===== config.mk =====
export PLATFORM = sky130hd
export DESIGN_NAME = audio_adc_rx
export DESIGN_NICKNAME = d
export VERILOG_FILES = /design/src/rtl/audio_pkg.sv /design/src/rtl/audio_adc_rx_sync_edge.sv /design/src/rtl/audio_adc_rx.sv
export SDC_FILE = /design/constraint.sdc
export NUM_CORES = 1
export LEC_CHECK = 0
export CORE_MARGIN = 5
export CORE_UTILIZATION = 50
export CTS_BUF_LIST = sky130_fd_sc_hd__clkbuf_16
export DETAILED_ROUTE_END_ITERATION = 8
export PLACE_DENSITY = 0.79
export SETUP_SLACK_MARGIN = 0.1
export SYNTH_ARGS = -nofsm -noshare
export SYNTH_HDL_FRONTEND = slang
export SYNTH_SLANG_ARGS = --single-unit

===== constraint.sdc =====
create_clock -name clk_50mhz -period 5.3 [get_ports clk_50mhz]
set_clock_uncertainty 0.2 [all_clocks]
set_input_delay 1.06 -clock clk_50mhz [delete_from_list [all_inputs] [get_ports clk_50mhz]]
set_output_delay 1.06 -clock clk_50mhz [all_outputs]
set_load 0.02 [all_outputs]

===== src/rtl/audio_pkg.sv =====
// Shared types and constants for the codec audio receive path.
package audio_pkg;

    localparam int AUDIO_DATA_W = 16;

    // Receiver framing state: hunting for a frame start, inside the left slot, inside the right slot.
    typedef enum logic [1:0] {
        SEEK  = 2'd0,
        LEFT  = 2'd1,
        RIGHT = 2'd2
    } rx_state_t;

endpackage


===== src/rtl/audio_adc_rx_sync_edge.sv =====
// Multi-stage synchroniser for asynchronous codec pins. The edge input also
// produces a one-cycle rise strobe; the data inputs travel through the same
// flop stages so they stay cycle-aligned with the strobe.
module sync_edge #(
    parameter int W      = 1,
    parameter int STAGES = 2
) (
    input  logic         clk_i,
    input  logic         rst_ni,
    input  logic         edge_i,
    input  logic [W-1:0] data_i,
    output logic [W-1:0] data_o,
    output logic         rise_o
);

    // Bit 0 of each stage carries the edge input, bits W:1 carry the data inputs.
    logic [STAGES-1:0][W:0] sync_q;
    logic                   edge_prev_q;

    // Shift all inputs through the synchroniser chain and remember the last synced edge level.
    always_ff @(posedge clk_i or negedge rst_ni) begin
        if (!rst_ni) begin
            sync_q      <= '0;
            edge_prev_q <= 1'b0;
        end else begin
            sync_q      <= {sync_q[STAGES-2:0], {data_i, edge_i}};
            edge_prev_q <= sync_q[STAGES-1][0];
        end
    end

    assign data_o = sync_q[STAGES-1][W:1];
    assign rise_o = sync_q[STAGES-1][0] & ~edge_prev_q;

endmodule


===== src/rtl/audio_adc_rx.sv =====
// Left-justified codec ADC receiver. Oversamples BCLK/LRCK/DAT in the system
// clock domain, frames left/right slots and delivers signed stereo pairs through
// a one-pair holding register.
// Handshake: a pair transfers on any clk_50mhz edge where sample_valid && sample_ready;
// sample_valid stays high and left_out/right_out stay stable until that transfer.
module audio_adc_rx
    import audio_pkg::*;
#(
    parameter int DATA_W      = AUDIO_DATA_W,
    parameter int SYNC_STAGES = 2
) (
    input  logic                     clk_50mhz,
    input  logic                     reset_n,
    input  logic                     enable,
    input  logic                     aud_bclk,
    input  logic                     aud_adclrck,
    input  logic                     aud_adcdat,
    output logic signed [DATA_W-1:0] left_out,
    output logic signed [DATA_W-1:0] right_out,
    output logic                     sample_valid,
    input  logic                     sample_ready,
    input  logic                     clear_flags,
    output logic                     overrun,
    output logic                     frame_err,
    output rx_state_t                dbg_state
);

    localparam int                CNT_W = $clog2(DATA_W + 1);
    localparam logic [CNT_W-1:0]  FULL  = CNT_W'(DATA_W);

    logic              bclk_rise;
    logic              lrck_s;
    logic              dat_s;

    logic              lrck_prev_q;
    logic [DATA_W-1:0] sh_q;
    logic [CNT_W-1:0]  cnt_q;
    logic [DATA_W-1:0] left_sh_q;
    logic [DATA_W-1:0] left_q;
    logic [DATA_W-1:0] right_q;
    logic              valid_q;
    logic              overrun_q;
    logic              frame_err_q;

    rx_state_t         state_q;
    rx_state_t         state_d;

    logic              boundary;
    logic              slot_full;
    logic              shift_en;
    logic              word_done;
    logic [DATA_W-1:0] sh_next;
    logic [CNT_W-1:0]  cnt_next;
    logic              latch_left;
    logic              commit;
    logic              err_set;
    logic              overrun_set;

    sync_edge #(
        .W      (2),
        .STAGES (SYNC_STAGES)
    ) u_sync (
        .clk_i  (clk_50mhz),
        .rst_ni (reset_n),
        .edge_i (aud_bclk),
        .data_i ({aud_adcdat, aud_adclrck}),
        .data_o ({dat_s, lrck_s}),
        .rise_o (bclk_rise)
    );

    assign boundary  = lrck_s ^ lrck_prev_q;
    assign slot_full = (cnt_q == FULL);
    assign shift_en  = boundary || (cnt_q < FULL);
    assign word_done = shift_en && (cnt_next == FULL);

    // Next shift-register/counter value: a slot boundary restarts the word with the captured MSB.
    always_comb begin
        sh_next  = {sh_q[DATA_W-2:0], dat_s};
        cnt_next = cnt_q + CNT_W'(1);
        if (boundary) begin
            sh_next  = {{(DATA_W-1){1'b0}}, dat_s};
            cnt_next = CNT_W'(1);
        end
    end

    // Capture serial bits on each bit-clock rise; the counter saturates once a word is full.
    always_ff @(posedge clk_50mhz or negedge reset_n) begin
        if (!reset_n) begin
            lrck_prev_q <= 1'b0;
            sh_q        <= '0;
            cnt_q       <= '0;
            left_sh_q   <= '0;
        end else if (bclk_rise) begin
            lrck_prev_q <= lrck_s;
            if (shift_en) begin
                sh_q  <= sh_next;
                cnt_q <= cnt_next;
            end
            if (latch_left) begin
                left_sh_q <= sh_next;
            end
        end
    end

    // Framing state register.
    always_ff @(posedge clk_50mhz or negedge reset_n) begin
        if (!reset_n) begin
            state_q <= SEEK;
        end else begin
            state_q <= state_d;
        end
    end

    // Framing next state: advance only on bit-clock rises, fall back to SEEK when disabled.
    always_comb begin
        state_d = state_q;
        if (!enable) begin
            state_d = SEEK;
        end else if (bclk_rise) begin
            case (state_q)
                SEEK:    if (boundary && lrck_s) state_d = LEFT;
                LEFT:    if (boundary) state_d = slot_full ? RIGHT : SEEK;
                RIGHT:   if (boundary) state_d = LEFT;
                default: state_d = SEEK;
            endcase
        end
    end

    // Framing outputs: left-word latch, pair commit and short-slot error strobes.
    always_comb begin
        latch_left = 1'b0;
        commit     = 1'b0;
        err_set    = 1'b0;
        if (enable && bclk_rise) begin
            case (state_q)
                LEFT: begin
                    if (boundary && !slot_full) err_set = 1'b1;
                    if (!boundary && word_done) latch_left = 1'b1;
                end
                RIGHT: begin
                    if (boundary && !slot_full) err_set = 1'b1;
                    if (!boundary && word_done) commit = 1'b1;
                end
                default: ;
            endcase
        end
    end

    assign overrun_set = commit && valid_q && !sample_ready;

    // Holding register and sticky flags; a new pair is dropped only when the held one is stuck.
    always_ff @(posedge clk_50mhz or negedge reset_n) begin
        if (!reset_n) begin
            left_q      <= '0;
            right_q     <= '0;
            valid_q     <= 1'b0;
            overrun_q   <= 1'b0;
            frame_err_q <= 1'b0;
        end else begin
            if (commit && (!valid_q || sample_ready)) begin
                left_q  <= left_sh_q;
                right_q <= sh_next;
                valid_q <= 1'b1;
            end else if (valid_q && sample_ready) begin
                valid_q <= 1'b0;
            end
            if (overrun_set) begin
                overrun_q <= 1'b1;
            end else if (clear_flags) begin
                overrun_q <= 1'b0;
            end
            if (err_set) begin
                frame_err_q <= 1'b1;
            end else if (clear_flags) begin
                frame_err_q <= 1'b0;
            end
        end
    end

    assign left_out     = left_q;
    assign right_out    = right_q;
    assign sample_valid = valid_q;
    assign overrun      = overrun_q;
    assign frame_err    = frame_err_q;
    assign dbg_state    = state_q;

endmodule


* Yosys cells after proc, flatten, opt, wreduce, memory -nomap -nowiden
Cells that the tools add are included.
** Cells by class
- $add $sub $neg :: 1
- Order comparisons :: 1
- Reductions and logical operators :: 23
- Equality and inequality tests :: 8
- Bitwise operators :: 3
- Multiplexer cells :: 22
** Operators by type and width (number)
- two-way mux 16 bit :: 1
- two-way mux 1 bit :: 13
- two-way mux 2 bit :: 6
- equality test 5 bit (second input constant) :: 2
- logical AND 1 bit :: 9
- != test 3 bit (second input constant) :: 3
- case mux 2 bit (3 select lines) :: 1
- nonzero test 2 bit :: 3
- adder 5 x 1 -> 5 bit (second input constant) :: 1
- less-than comparator 5 bit (second input constant) :: 1
- two-way mux 5 bit :: 1
- zero test 1 bit :: 4
- AND reduction 2 bit :: 2
- AND reduction 4 bit :: 1
- equality test 2 x 1 -> 1 bit (second input constant) :: 1
- equality test 2 bit (second input constant) :: 1
- zero test 2 bit :: 1
- logical OR 1 bit :: 2
- != test 2 x 1 -> 1 bit (second input constant) :: 1
- OR reduction 2 bit :: 1
- bitwise AND 1 bit :: 1
- inverter 1 bit :: 1
- bitwise XOR 1 bit :: 1
** Storage, ports and cells
- Output and inout port bits :: 37
- Word-level logic and storage cells :: 71
- Bits in registers :: 81
- Bits of input ports :: 8

* Depth between registers and ports, before layout
Gate-level depths: netlist of the first run.
- Depth after elaboration :: 11
- Gate-level depth with buffers :: 7
- Depth with buffers taken out :: 6

* Hierarchy
A second synthesis of the first run with hierarchy kept.
** Unflattened totals
- Cells, all modules :: 228
- Area total of the unflattened synthesis :: 3467.1 um^2
** By module, submodules not included
- audio_adc_rx :: area each 3263.1 um^2, instances 1, seq. area each 1851.8 um^2, cells an instance 218
- sync_edge :: area each 203.9 um^2, instances 1, seq. area each 175.2 um^2, cells an instance 10

* Worst setup path before layout of the first run
No wires, ideal clock.
- Path type :: input port to flip-flop
- From :: in enable
- To :: reg left_q[0] (netlist: left_out[0])
- Slack :: 2.798 ns
- Stages :: 5
- Arrival time :: 2.176 ns
- Path through :: nand2b_1 nor4_4 nand4_4 buf_6 mux2_4
** Between the ends
- Cells in the longest elaborated chain, start to end :: 3
** RTL lines
- from (decl) :: line audio_adc_rx.sv:14 : input logic enable,
- logical AND 1 bit :: line audio_adc_rx.sv:134 : if (enable && bclk_rise) begin
- two-way mux 1 bit :: line audio_adc_rx.sv:134
- logical AND 1 bit :: line audio_adc_rx.sv:160 : if (commit && (!valid_q || sample_ready)) begin
- to (signal assigned) :: line audio_adc_rx.sv:161 : left_q <= left_sh_q;
- to (decl) :: line audio_adc_rx.sv:39 : logic [DATA_W-1:0] left_q;
No other way between the ends.
A chain may end at the register's enable or synchronous reset.

* Worst setup path in the final report of the first run
Same ends and word-level chain as after synthesis.

==> results of run 1 <==
[worst reg2reg max path, cell delays in order (launching register included)]
cell	delay [ns]
sky130_fd_sc_hd__dfrtp_1	0.38
sky130_fd_sc_hd__ha_1	0.67
sky130_fd_sc_hd__nand3b_1	0.25
sky130_fd_sc_hd__nor4_4	0.34
sky130_fd_sc_hd__nand4_4	0.69
sky130_fd_sc_hd__mux2_4	0.56
[power by group through the flow]
stage	registers (uW)	clock network (uW)	logic, uW
3_3_place_gp	668	0	92.8
4_1_cts	658	638	95.8
6_report	658	622	93.4
3_5_place_dp	669	0	95.4
5_1_grt	661	664	107
2_1_floorplan	665	0	62.6
[kinds of logic (layout without fill, tap and decap cells)]
family                     Yosys count  in the layout  share of synthesized area
DFF                                 81             81                      0.591
xor gates and xnor gates             1              1                    0.00256
AOI/OAI and AO/OA                   12             12                     0.0212
buffers and inverters               16             66                     0.0266
muxes                               62             62                      0.237
and+or+nand+nor                     51             51                     0.0960
adders and majority gates            7              7                     0.0256
[synthesized netlist by cell type (2+ instances only)]
cell | count | share of area
sky130_fd_sc_hd__o21ai_0 | 5 | 0.0073
sky130_fd_sc_hd__mux2_2 | 32 | 0.11
sky130_fd_sc_hd__ha_1 | 7 | 0.026
sky130_fd_sc_hd__nand4_1 | 2 | 0.0037
sky130_fd_sc_hd__dfrtp_1 | 81 | 0.59
sky130_fd_sc_hd__and2_1 | 16 | 0.029
sky130_fd_sc_hd__nand3_1 | 2 | 0.0029
sky130_fd_sc_hd__nand2b_1 | 4 | 0.0073
sky130_fd_sc_hd__clkbuf_1 | 2 | 0.0022
sky130_fd_sc_hd__a21oi_1 | 3 | 0.0044
sky130_fd_sc_hd__buf_6 | 4 | 0.013
sky130_fd_sc_hd__nor2_1 | 6 | 0.0066
sky130_fd_sc_hd__mux2_4 | 30 | 0.13
sky130_fd_sc_hd__inv_1 | 9 | 0.0099
sky130_fd_sc_hd__nand2_1 | 12 | 0.013
[final cells by class]
| class | instances | share of cell area |
|---|---|---|
| multi-input combinational | 133 | 0.312 |
| clock buffer | 9 | 0.0535 |
| sequential | 81 | 0.482 |
| inverter | 9 | 0.00803 |
| timing repair buffer | 44 | 0.104 |
| clock inverter | 4 | 0.0169 |
| tap | 80 | 0.0238 |
[registers in the layout (all words and copies together) (netlist names), 2 cells and up]
signal / count
cnt_q: 5
left_sh_q: 16
left_out: 16
u_sync.data_o: 2
right_out: 16
u_sync.sync_q: 4
sh_q: 15
dbg_state: 2
[worst max-delay path by stage]
stage                                to  slack (ns)  depth (start not counted)
after detailed placement    left_out[0]        1.58                          5
after global placement    right_out[15]        1.67                          5
final                       left_out[0]        1.91                          5
after CTS                  left_out[10]        1.91                          5
after global routing       left_out[10]        1.82                          5
after floorplan             left_out[0]        2.80                          5
[per-layer routing]
metal / up-vias / track usage / wire (um)
li1: 889 / - / -
met3: 6 / 0.0398 / 234
met4: 0 / 0.0659 / 93
met5: - / 0 / 0
met2: 40 / 0.229 / 2500
met1: 937 / 0.173 / 2500
[through the flow]
stage	hold WS (ns)	cell area, um^2	utilization
after floorplan	0.131	3430	-
after global placement	0.133	3910	0.582
after detailed placement	0.136	3910	0.582
after CTS	0.149	4210	0.626
after global routing	0.162	4210	0.626
final	0.146	4210	0.626
==> flow_results.xml, run 1 <==
<?xml version="1.0" encoding="UTF-8"?>
<metrics>
  <group name="pwr">
    <metric name="peakVddDrop" unit="uV">191</metric>
    <metric name="power.density_cell_area" unit="nW/um^2">326</metric>
    <metric name="power.internal" unit="uW">1080</metric>
    <metric name="netSwitchingFraction" unit="">0.215</metric>
    <metric name="share_seq_of_total_power" unit="">0.479</metric>
    <metric name="post-layout-total-power" unit="uW">1370</metric>
    <metric name="p_switching" unit="uW">295</metric>
    <metric name="share_comb_of_total_power" unit="">0.068</metric>
    <metric name="pwr-share-clk" unit="">0.453</metric>
    <metric name="leakage" unit="uW">0.00208</metric>
  </group>
  <group name="critical_path">
    <metric name="crit_path_max_fanout" unit="">32</metric>
    <metric name="regToRegSetupSlack" unit="ns">2.08</metric>
    <metric name="worst_ep_required_time" unit="ns">5.31</metric>
    <metric name="endpoint_arrival_time_on_the_critical_path" unit="ns">3.40</metric>
    <metric name="rr_worst_depth" unit="">5</metric>
    <metric name="largest_delay_contributor_family_on_the_critical_path" unit="">simple AND/OR/NAND/NOR gates</metric>
    <metric name="critical_path.startpoint_type" unit="">primary input</metric>
    <metric name="timing_worst_setup_path_type" unit="">primary input to flop</metric>
    <metric name="cp_cell_sequence" unit="">clkdlybuf4s50_1 -&gt; nand2b_1 -&gt; nor4_4 -&gt; nand4_4 -&gt; mux2_4</metric>
    <metric name="worst_r2r_endpoint" unit="">left_out[0]</metric>
    <metric name="end_kind" unit="">flop</metric>
    <metric name="cp_slowest_stage_delay" unit="ns">0.69</metric>
    <metric name="timing.critical_path.slowest_stage_cell" unit="">sky130_fd_sc_hd__nand4_4</metric>
    <metric name="worst_setup_path_startpoint" unit="">enable</metric>
    <metric name="worst-path-buf-inv" unit="">1</metric>
    <metric name="r2r_start" unit="">u_sync.data_o[0]</metric>
  </group>
  <group name="clock_network">
    <metric name="ctsLongestPathBuffers" unit="">2</metric>
    <metric name="htree_num_levels" unit="">3</metric>
    <metric name="clk_pin_slew_worst_paths" unit="ns">0.06</metric>
    <metric name="cts_setup_buffers" unit="">0</metric>
    <metric name="cts_hold_buf" unit="">0</metric>
    <metric name="clock_latency" unit="ns">0.33</metric>
    <metric name="tritoncts" unit="">built</metric>
    <metric name="clock-sinks" unit="">81</metric>
    <metric name="cts_inserted_buffers" unit="">9</metric>
    <metric name="clock_tree.root_cell" unit="">sky130_fd_sc_hd__clkbuf_16</metric>
    <metric name="cts_repair_resize_count" unit="">0</metric>
  </group>
  <group name="layout">
    <metric name="stdcell_count" unit="">360</metric>
    <metric name="n_antenna_cell" unit="">0</metric>
    <metric name="final_cell_mix" unit="">sky130_fd_sc_hd__dfrtp_1, sky130_fd_sc_hd__clkdlybuf4s50_1, sky130_fd_sc_hd__mux2_2</metric>
    <metric name="layout-drive-gt1-share" unit="">0.293</metric>
    <metric name="filler_cell_count" unit="">497</metric>
    <metric name="seq_area" unit="um^2">2030</metric>
    <metric name="multi_input_area" unit="um^2">1310</metric>
    <metric name="nets" unit="">293</metric>
    <metric name="mostFrequentLayoutCell" unit="">sky130_fd_sc_hd__dfrtp_1</metric>
    <metric name="syn_to_final_growth" unit="%">22.8</metric>
  </group>
  <group name="place">
    <metric name="finalWeightedCongestion" unit="">0.762</metric>
    <metric name="post-place-ws" unit="ns">1.58</metric>
    <metric name="dp_cells" unit="">347</metric>
    <metric name="place.port_buffers" unit="">44</metric>
    <metric name="dp_hpwl" unit="um">3480</metric>
  </group>
  <group name="timing">
    <metric name="setup_repair_after_global_routing_missed_its_margin" unit="">no</metric>
    <metric name="final-max-slew-violation-count" unit="">0</metric>
    <metric name="final-setup-viol-count" unit="">0</metric>
    <metric name="worst-slew-pin-transition" unit="ns">0.964</metric>
    <metric name="post-route-period-util" unit="">0.640</metric>
    <metric name="period_needed" unit="ns">3.39</metric>
    <metric name="setup_ws" unit="ns">1.91</metric>
    <metric name="slew_headroom" unit="">0.357</metric>
    <metric name="max_freq" unit="GHz">0.295</metric>
    <metric name="hold_violations" unit="">0</metric>
    <metric name="tns" unit="ns">0</metric>
  </group>
  <group name="outcome">
    <metric name="run_status" unit="">finished clean</metric>
  </group>
  <group name="logic_synthesis">
    <metric name="post_synth.cell_area_avg" unit="um^2">14.9</metric>
    <metric name="ys_seq_area_frac" unit="">0.591</metric>
    <metric name="postSynth.asyncResetShare" unit="">1.00</metric>
    <metric name="synth-seq-cells" unit="">81</metric>
    <metric name="synth.net_count" unit="">245</metric>
    <metric name="yosys_warnings" unit="">0</metric>
    <metric name="cell_area_synth" unit="um^2">3430</metric>
    <metric name="synth_cell_type_count" unit="">30</metric>
    <metric name="ys_dominant_reg_cell" unit="">sky130_fd_sc_hd__dfrtp_1</metric>
    <metric name="synth_edf_count" unit="">0</metric>
    <metric name="number_of_cells_produced_by_synthesis" unit="">230</metric>
  </group>
  <group name="routing">
    <metric name="drt_drc_violations_left" unit="">0</metric>
    <metric name="ratio_of_routed_vias_to_standard_cells" unit="">5.20</metric>
    <metric name="dr_total_vias" unit="">1872</metric>
    <metric name="drt_first_pass_iters" unit="">4</metric>
    <metric name="drt.antenna.violating_nets" unit="">0</metric>
    <metric name="drtIter0Drc" unit="">74</metric>
    <metric name="drt_total_wl" unit="um">5330</metric>
    <metric name="post_drt_wl_per_cell" unit="um">14.8</metric>
  </group>
  <group name="global_route">
    <metric name="grt_first_pass_wirelength" unit="um">9420</metric>
    <metric name="via_count_of_the_first_global_routing_pass" unit="">2013</metric>
    <metric name="pin_count_of_the_biggest_net_entering_global_routing" unit="">82</metric>
    <metric name="antenna_violations_before_repair" unit="">0</metric>
    <metric name="overflow" unit="">0</metric>
    <metric name="gr-usage-all-layers" unit="">0.141</metric>
  </group>
  <group name="floorplan">
    <metric name="chipHeight" unit="um">92.8</metric>
    <metric name="initial_utilization" unit="">0.510</metric>
    <metric name="floorplan.core_area" unit="um^2">6720</metric>
    <metric name="die_width" unit="um">92.8</metric>
    <metric name="i_o_pin_total" unit="">45</metric>
    <metric name="floorplan.die_area" unit="um^2">8610</metric>
    <metric name="std_cell_rows" unit="">30</metric>
  </group>
  <group name="min_path">
    <metric name="worst_hold_path_stage_count" unit="">0</metric>
    <metric name="min_delay_worst_endpoint" unit="">u_sync.sync_q[3]</metric>
    <metric name="worstHoldStart" unit="">u_sync.sync_q[0]</metric>
    <metric name="min_path_type" unit="">flop to flop</metric>
  </group>
  <group name="job">
    <metric name="maxcap_viol_count" unit="">0</metric>
  </group>
</metrics>
Power figures use the tool's default switching activity.
==> run 2, diff against run 1 <==
--- a/config.mk
+++ b/config.mk
@@ -6,10 +6,10 @@
 export NUM_CORES = 1
 export LEC_CHECK = 0
 export CORE_MARGIN = 5
-export CORE_UTILIZATION = 50
+export CORE_UTILIZATION = 49
 export CTS_BUF_LIST = sky130_fd_sc_hd__clkbuf_16
 export DETAILED_ROUTE_END_ITERATION = 8
-export PLACE_DENSITY = 0.79
+export PLACE_DENSITY = 0.81
 export SETUP_SLACK_MARGIN = 0.1
 export SYNTH_ARGS = -nofsm -noshare
 export SYNTH_HDL_FRONTEND = slang
==> constraint.sdc (replaced) <==
create_clock -name clk_50mhz -period 2.8 [get_ports clk_50mhz]
set_clock_uncertainty 0.2 [all_clocks]
set_input_delay 0.56 -clock clk_50mhz [delete_from_list [all_inputs] [get_ports clk_50mhz]]
set_output_delay 0.56 -clock clk_50mhz [all_outputs]
set_load 0.02 [all_outputs]
==> flow_results.xml, run 2 (synthesized netlist as in run 1, its figures left out) <==
<?xml version="1.0" encoding="UTF-8"?>
<metrics>
  <group name="outcome">
    <metric name="run_status" unit="">finished, violations left</metric>
    <metric name="violations_in_the_final_reports" unit="">negative hold slack</metric>
  </group>
  <group name="global_route">
    <metric name="via_count_of_the_first_global_routing_pass" unit="">2117</metric>
    <metric name="overflow" unit="">0</metric>
    <metric name="antenna_violations_before_repair" unit="">0</metric>
    <metric name="grt_first_pass_wirelength" unit="um">10500</metric>
    <metric name="gr-usage-all-layers" unit="">0.156</metric>
    <metric name="pin_count_of_the_biggest_net_entering_global_routing" unit="">40</metric>
  </group>
  <group name="clock_network">
    <metric name="cts_repair_resize_count" unit="">0</metric>
    <metric name="clock_tree.root_cell" unit="">sky130_fd_sc_hd__clkbuf_16</metric>
    <metric name="cts_setup_buffers" unit="">0</metric>
    <metric name="cts_inserted_buffers" unit="">9</metric>
    <metric name="ctsLongestPathBuffers" unit="">2</metric>
    <metric name="htree_num_levels" unit="">3</metric>
    <metric name="clk_pin_slew_worst_paths" unit="ns">0.06</metric>
    <metric name="clock_latency" unit="ns">0.33</metric>
    <metric name="cts_hold_buf" unit="">0</metric>
    <metric name="clock-sinks" unit="">81</metric>
    <metric name="tritoncts" unit="">built</metric>
  </group>
  <group name="timing">
    <metric name="max_freq" unit="GHz">0.413</metric>
    <metric name="period_needed" unit="ns">2.42</metric>
    <metric name="setup_repair_after_global_routing_missed_its_margin" unit="">no</metric>
    <metric name="hold_violations" unit="">3</metric>
    <metric name="final-max-slew-violation-count" unit="">0</metric>
    <metric name="slew_headroom" unit="">0.664</metric>
    <metric name="hold-worst-slack" unit="ns">-0.00289</metric>
    <metric name="final-setup-viol-count" unit="">0</metric>
    <metric name="worst-slew-pin-transition" unit="ns">0.504</metric>
    <metric name="post-route-period-util" unit="">0.865</metric>
    <metric name="tns" unit="ns">0</metric>
  </group>
  <group name="place">
    <metric name="place.port_buffers" unit="">44</metric>
    <metric name="finalWeightedCongestion" unit="">0.750</metric>
    <metric name="dp_hpwl" unit="um">4040</metric>
    <metric name="dpl-instance-area" unit="um^2">3990</metric>
  </group>
  <group name="routing">
    <metric name="dr_total_vias" unit="">1952</metric>
    <metric name="drt_drc_violations_left" unit="">0</metric>
    <metric name="drt.antenna.violating_nets" unit="">0</metric>
    <metric name="drt_total_wl" unit="um">6180</metric>
    <metric name="post_drt_wl_per_cell" unit="um">16.1</metric>
    <metric name="drt_first_pass_iters" unit="">4</metric>
    <metric name="drtIter0Drc" unit="">47</metric>
    <metric name="ratio_of_routed_vias_to_standard_cells" unit="">5.08</metric>
  </group>
  <group name="floorplan">
    <metric name="std_cell_rows" unit="">30</metric>
    <metric name="die_width" unit="um">93.6</metric>
    <metric name="floorplan.die_area" unit="um^2">8770</metric>
    <metric name="initial_utilization" unit="">0.504</metric>
    <metric name="chipHeight" unit="um">93.6</metric>
    <metric name="floorplan.core_area" unit="um^2">6790</metric>
    <metric name="i_o_pin_total" unit="">45</metric>
  </group>
  <group name="layout">
    <metric name="syn_to_final_growth" unit="%">26.6</metric>
    <metric name="nets" unit="">298</metric>
    <metric name="seq_area" unit="um^2">2030</metric>
    <metric name="final_cell_mix" unit="">sky130_fd_sc_hd__dfrtp_1, sky130_fd_sc_hd__clkdlybuf4s50_1, sky130_fd_sc_hd__mux2_2</metric>
    <metric name="postLayoutCellArea" unit="um^2">4340</metric>
    <metric name="multi_input_area" unit="um^2">1310</metric>
    <metric name="filler_cell_count" unit="">493</metric>
    <metric name="n_antenna_cell" unit="">0</metric>
    <metric name="mostFrequentLayoutCell" unit="">sky130_fd_sc_hd__dfrtp_1</metric>
    <metric name="layout-drive-gt1-share" unit="">0.313</metric>
  </group>
  <group name="job">
    <metric name="maxcap_viol_count" unit="">0</metric>
  </group>
  <group name="pwr">
    <metric name="leakage" unit="uW">0.00214</metric>
    <metric name="power.density_cell_area" unit="nW/um^2">636</metric>
    <metric name="peakVddDrop" unit="uV">394</metric>
  </group>
  <group name="critical_path">
    <metric name="timing.critical_path.slowest_stage_cell" unit="">sky130_fd_sc_hd__nor4_4</metric>
    <metric name="critical_path.startpoint_type" unit="">flop</metric>
    <metric name="endpoint_arrival_time_on_the_critical_path" unit="ns">2.43</metric>
    <metric name="regToRegSetupSlack" unit="ns">0.38</metric>
    <metric name="timing_worst_setup_path_type" unit="">flop to flop</metric>
    <metric name="worst_ep_required_time" unit="ns">2.81</metric>
    <metric name="cp_slowest_stage_delay" unit="ns">0.41</metric>
    <metric name="crit_path_max_fanout" unit="">32</metric>
    <metric name="end_kind" unit="">flop</metric>
    <metric name="cp_cell_sequence" unit="">inv_1 -&gt; ha_1 -&gt; nand2b_1 -&gt; nor4_4 -&gt; nand4_4 -&gt; buf_12 -&gt; mux2_4</metric>
  </group>
  <group name="min_path">
    <metric name="min_path_type" unit="">primary input to asynchronous set/reset pin</metric>
  </group>
</metrics>
[run 2: cell count changes in the layout (fill, tap and decap cells not counted), sizes merged]
cell    delta
buf        +5
bufinv     +1
inv        +2
[run 2: through the flow]
step / std cells / worst slack, ns / utilization / hold slack (ns) / total power (uW)
final: 384 / 0.377 / 0.638 / -0.00289 / 2760
after floorplan: 230 / 0.549 / - / 0.0644 / 1380
after CTS: 384 / 0.400 / 0.638 / 0.0136 / 2790
after global placement: 368 / 0.224 / 0.588 / 0.137 / 1450
after detailed placement: 368 / 0.173 / 0.588 / 0.136 / 1460
after global routing: 384 / 0.276 / 0.638 / 0.0397 / 2860
[run 2: final cells by class]
class / instances / share of cell area
repair buffers: 49 / 0.115
flip-flops and latches: 81 / 0.467
well taps: 96 / 0.0277
clock buffers: 9 / 0.0519
multi-input cells: 133 / 0.303
clock inverters: 7 / 0.0274
inverters: 9 / 0.00779
[run 2: worst paths after layout]
path                                  start          endpoint  depth (start not counted)
max                                cnt_q[0]       left_out[3]                          7
min                                 reset_n      dbg_state[0]                          1
max reg2reg                        cnt_q[0]       left_out[3]                          7
min reg2reg                u_sync.sync_q[0]  u_sync.sync_q[3]                          0
max in group asynchronous           reset_n     left_sh_q[14]                          2
min in group clk_50mhz     u_sync.sync_q[0]  u_sync.sync_q[3]                          0
[run 2: where the power goes]
part	internal [uW]	leakage, uW	total (uW)	switching (uW)
Sequential	1210	0.00110	1250	38.0
Combinational	76.7	0.000870	192	116
Clock	872	0.000167	1320	448
[run 2: per-layer routing]
layer  GRT usage  wire [um]  vias to the layer above
li1            -          -                      907
met1       0.199       2780                      993
met2       0.254       3060                       38
met3      0.0249        189                       14
met4      0.0866        155                        0
met5           0          0                        -
[run 2: worst max-delay path: cells and delay by family, from the launching register on]
kind                       cells  cell delay [ns]
and+or+nand+nor                3             0.75
DFF                            1             0.40
muxes                          1             0.32
adders and majority gates      1             0.31
buffers and inverters          2             0.28
==> run 3, diff against run 2 <==
--- a/config.mk
+++ b/config.mk
@@ -5,7 +5,7 @@
 export SDC_FILE = /design/constraint.sdc
 export NUM_CORES = 1
 export LEC_CHECK = 0
-export CORE_MARGIN = 5
+export CORE_MARGIN = 2
 export CORE_UTILIZATION = 49
 export CTS_BUF_LIST = sky130_fd_sc_hd__clkbuf_16
 export DETAILED_ROUTE_END_ITERATION = 8
==> flow_results.xml, run 3 (synthesized netlist as in run 1, its figures left out) <==
<?xml version="1.0" encoding="UTF-8"?>
<metrics>
  <group name="outcome">
    <metric name="run_status" unit="">finished clean</metric>
  </group>
  <group name="layout">
    <metric name="n_antenna_cell" unit="">0</metric>
    <metric name="final_cell_mix" unit="">sky130_fd_sc_hd__dfrtp_1, sky130_fd_sc_hd__clkdlybuf4s50_1, sky130_fd_sc_hd__mux2_2</metric>
    <metric name="layout-drive-gt1-share" unit="">0.302</metric>
    <metric name="mostFrequentLayoutCell" unit="">sky130_fd_sc_hd__dfrtp_1</metric>
    <metric name="syn_to_final_growth" unit="%">25.1</metric>
    <metric name="nets" unit="">298</metric>
  </group>
  <group name="critical_path">
    <metric name="cp_cell_sequence" unit="">inv_1 -&gt; ha_1 -&gt; nand2b_1 -&gt; nor4_4 -&gt; nand4_4 -&gt; buf_12 -&gt; mux2_4</metric>
    <metric name="regToRegSetupSlack" unit="ns">0.40</metric>
    <metric name="cp_slowest_stage_delay" unit="ns">0.40</metric>
    <metric name="worst_ep_required_time" unit="ns">2.81</metric>
    <metric name="rr_worst_depth" unit="">7</metric>
    <metric name="crit_path_max_fanout" unit="">32</metric>
    <metric name="critical_path.startpoint_type" unit="">flop</metric>
    <metric name="largest_delay_contributor_family_on_the_critical_path" unit="">simple AND/OR/NAND/NOR gates</metric>
    <metric name="r2r_start" unit="">cnt_q[0]</metric>
    <metric name="timing.critical_path.slowest_stage_cell" unit="">sky130_fd_sc_hd__dfrtp_1</metric>
    <metric name="endpoint_arrival_time_on_the_critical_path" unit="ns">2.41</metric>
    <metric name="worst-path-buf-inv" unit="">2</metric>
    <metric name="timing_worst_setup_path_type" unit="">flop to flop</metric>
    <metric name="worst_r2r_endpoint" unit="">left_out[10]</metric>
    <metric name="end_kind" unit="">flop</metric>
  </group>
  <group name="job">
    <metric name="maxcap_viol_count" unit="">0</metric>
  </group>
  <group name="pwr">
    <metric name="post-layout-total-power" unit="uW">2570</metric>
    <metric name="leakage" unit="uW">0.00212</metric>
    <metric name="power.internal" unit="uW">1970</metric>
    <metric name="p_switching" unit="uW">594</metric>
    <metric name="netSwitchingFraction" unit="">0.231</metric>
    <metric name="share_seq_of_total_power" unit="">0.485</metric>
    <metric name="peakVddDrop" unit="uV">310</metric>
    <metric name="pwr-share-clk" unit="">0.442</metric>
    <metric name="power.density_cell_area" unit="nW/um^2">599</metric>
    <metric name="share_comb_of_total_power" unit="">0.072</metric>
  </group>
  <group name="place">
    <metric name="finalWeightedCongestion" unit="">0.813</metric>
    <metric name="dp_hpwl" unit="um">3830</metric>
    <metric name="place.port_buffers" unit="">44</metric>
  </group>
  <group name="timing">
    <metric name="tns" unit="ns">0</metric>
    <metric name="slew_headroom" unit="">0.690</metric>
    <metric name="hold_violations" unit="">0</metric>
    <metric name="max_freq" unit="GHz">0.416</metric>
    <metric name="final-max-slew-violation-count" unit="">0</metric>
    <metric name="post-route-period-util" unit="">0.858</metric>
    <metric name="period_needed" unit="ns">2.40</metric>
    <metric name="worst-slew-pin-transition" unit="ns">0.465</metric>
    <metric name="final-setup-viol-count" unit="">0</metric>
    <metric name="setup_repair_after_global_routing_missed_its_margin" unit="">no</metric>
  </group>
  <group name="routing">
    <metric name="drt_drc_violations_left" unit="">0</metric>
    <metric name="routed-wl-met3" unit="um">112</metric>
    <metric name="met2_wirelength" unit="um">2850</metric>
    <metric name="drt_total_wl" unit="um">5750</metric>
    <metric name="detail_route.wirelength.met1" unit="um">2670</metric>
    <metric name="highest-signal-layer" unit="">met4</metric>
    <metric name="drt.antenna.violating_nets" unit="">0</metric>
    <metric name="drtIter0Drc" unit="">91</metric>
    <metric name="post_drt_wl_per_cell" unit="um">15.0</metric>
    <metric name="ratio_of_routed_vias_to_standard_cells" unit="">4.93</metric>
    <metric name="drt_first_pass_iters" unit="">4</metric>
    <metric name="dr_total_vias" unit="">1895</metric>
  </group>
  <group name="floorplan">
    <metric name="die_width" unit="um">87.6</metric>
    <metric name="floorplan.core_area" unit="um^2">6790</metric>
    <metric name="std_cell_rows" unit="">30</metric>
    <metric name="chipHeight" unit="um">87.6</metric>
    <metric name="floorplan.die_area" unit="um^2">7680</metric>
    <metric name="initial_utilization" unit="">0.504</metric>
    <metric name="i_o_pin_total" unit="">45</metric>
  </group>
  <group name="global_route">
    <metric name="via_count_of_the_first_global_routing_pass" unit="">1971</metric>
    <metric name="pin_count_of_the_biggest_net_entering_global_routing" unit="">46</metric>
    <metric name="grt_first_pass_wirelength" unit="um">9740</metric>
    <metric name="gr-usage-all-layers" unit="">0.168</metric>
    <metric name="antenna_violations_before_repair" unit="">0</metric>
    <metric name="overflow" unit="">0</metric>
  </group>
  <group name="min_path">
    <metric name="worstHoldStart" unit="">u_sync.sync_q[2]</metric>
    <metric name="min_path_type" unit="">flop to flop</metric>
    <metric name="worst_hold_path_stage_count" unit="">0</metric>
    <metric name="min_delay_worst_endpoint" unit="">u_sync.data_o[1]</metric>
  </group>
  <group name="clock_network">
    <metric name="clock_latency" unit="ns">0.33</metric>
    <metric name="htree_num_levels" unit="">3</metric>
    <metric name="clk_pin_slew_worst_paths" unit="ns">0.06</metric>
    <metric name="clock-sinks" unit="">81</metric>
    <metric name="cts_inserted_buffers" unit="">9</metric>
    <metric name="clock_tree.root_cell" unit="">sky130_fd_sc_hd__clkbuf_16</metric>
    <metric name="cts_setup_buffers" unit="">0</metric>
    <metric name="tritoncts" unit="">built</metric>
    <metric name="ctsLongestPathBuffers" unit="">2</metric>
  </group>
</metrics>
==> run 3: cell types whose count changed in the layout (fill, tap and decap cells not counted) <==
cell                            delta
sky130_fd_sc_hd__a21oi_2           -1
sky130_fd_sc_hd__clkinv_2          +1
sky130_fd_sc_hd__clkinv_4          +1
sky130_fd_sc_hd__a21oi_1           +1
sky130_fd_sc_hd__buf_4             -1
sky130_fd_sc_hd__clkinvlp_4        -1
sky130_fd_sc_hd__dlygate4sd3_1     +1
sky130_fd_sc_hd__clkinv_1          +2
sky130_fd_sc_hd__inv_1             -1
sky130_fd_sc_hd__bufinv_16         -2
==> run 3: stage by stage <==
step / hold WS, ns / util / instances / instance area [um^2] / setup slack, ns
floorplan: 0.0644 / - / 230 / 3430 / 0.549
finish: 0.147 / 0.631 / 384 / 4290 / 0.399
CTS: 0.150 / 0.631 / 384 / 4290 / 0.391
global placement: 0.136 / 0.586 / 367 / 3980 / 0.223
global route: 0.166 / 0.631 / 384 / 4290 / 0.324
detailed placement: 0.138 / 0.586 / 367 / 3980 / 0.169
==> run 3: routing by layer <==
| layer | vias to the layer above | global-route usage |
|---|---|---|
| met3 | 9 | 0.0368 |
| met4 | 0 | 0.0755 |
| met1 | 952 | 0.229 |
| met5 | - | 0 |
| li1 | 905 | - |
| met2 | 29 | 0.262 |
==> run 3: worst max path at each step <==
stage / start / to / slack [ns] / depth (start not counted)
global route: cnt_q[0] / right_out[3] / 0.32 / 7
CTS: cnt_q[0] / left_out[10] / 0.39 / 7
floorplan: cnt_q[0] / left_out[0] / 0.55 / 7
global placement: enable / left_out[7] / 0.22 / 6
detailed placement: enable / left_out[10] / 0.17 / 6
finish: cnt_q[0] / left_out[10] / 0.40 / 7
==> run 3: worst register-to-register path: cells and delay by family, from the launching register on <==
| kind | cells | cell delay [ns] |
|---|---|---|
| buffers and inverters | 2 | 0.29 |
| and+or+nand+nor | 3 | 0.75 |
| DFF | 1 | 0.40 |
| muxes | 1 | 0.34 |
| adders and majority gates | 1 | 0.31 |
==> run 3: what timing repair did <==
action                    CTS  global route
hold buffers                1             0
hold endpoints to repair    5             0
resized for setup           0             0
==> run 3: area by class of cell <==
type / instances / area [um^2]
Inverter: 9 / 33.8
Clock inverter: 7 / 68.8
Multi-Input combinational cell: 133 / 1310
Timing Repair Buffer: 49 / 503
Clock buffer: 9 / 225
Tap cell: 96 / 120
Sequential cell: 81 / 2030
Fill cell: 510 / 2510
==> run 3: power by group through the flow <==
stage               Sequential [uW]  Clock [uW]  Combinational (uW)
floorplan                      1260           0                 118
global route                   1250        1220                 206
finish                         1250        1140                 186
detailed placement             1270           0                 188
global placement               1260           0                 184
CTS                            1250        1160                 190
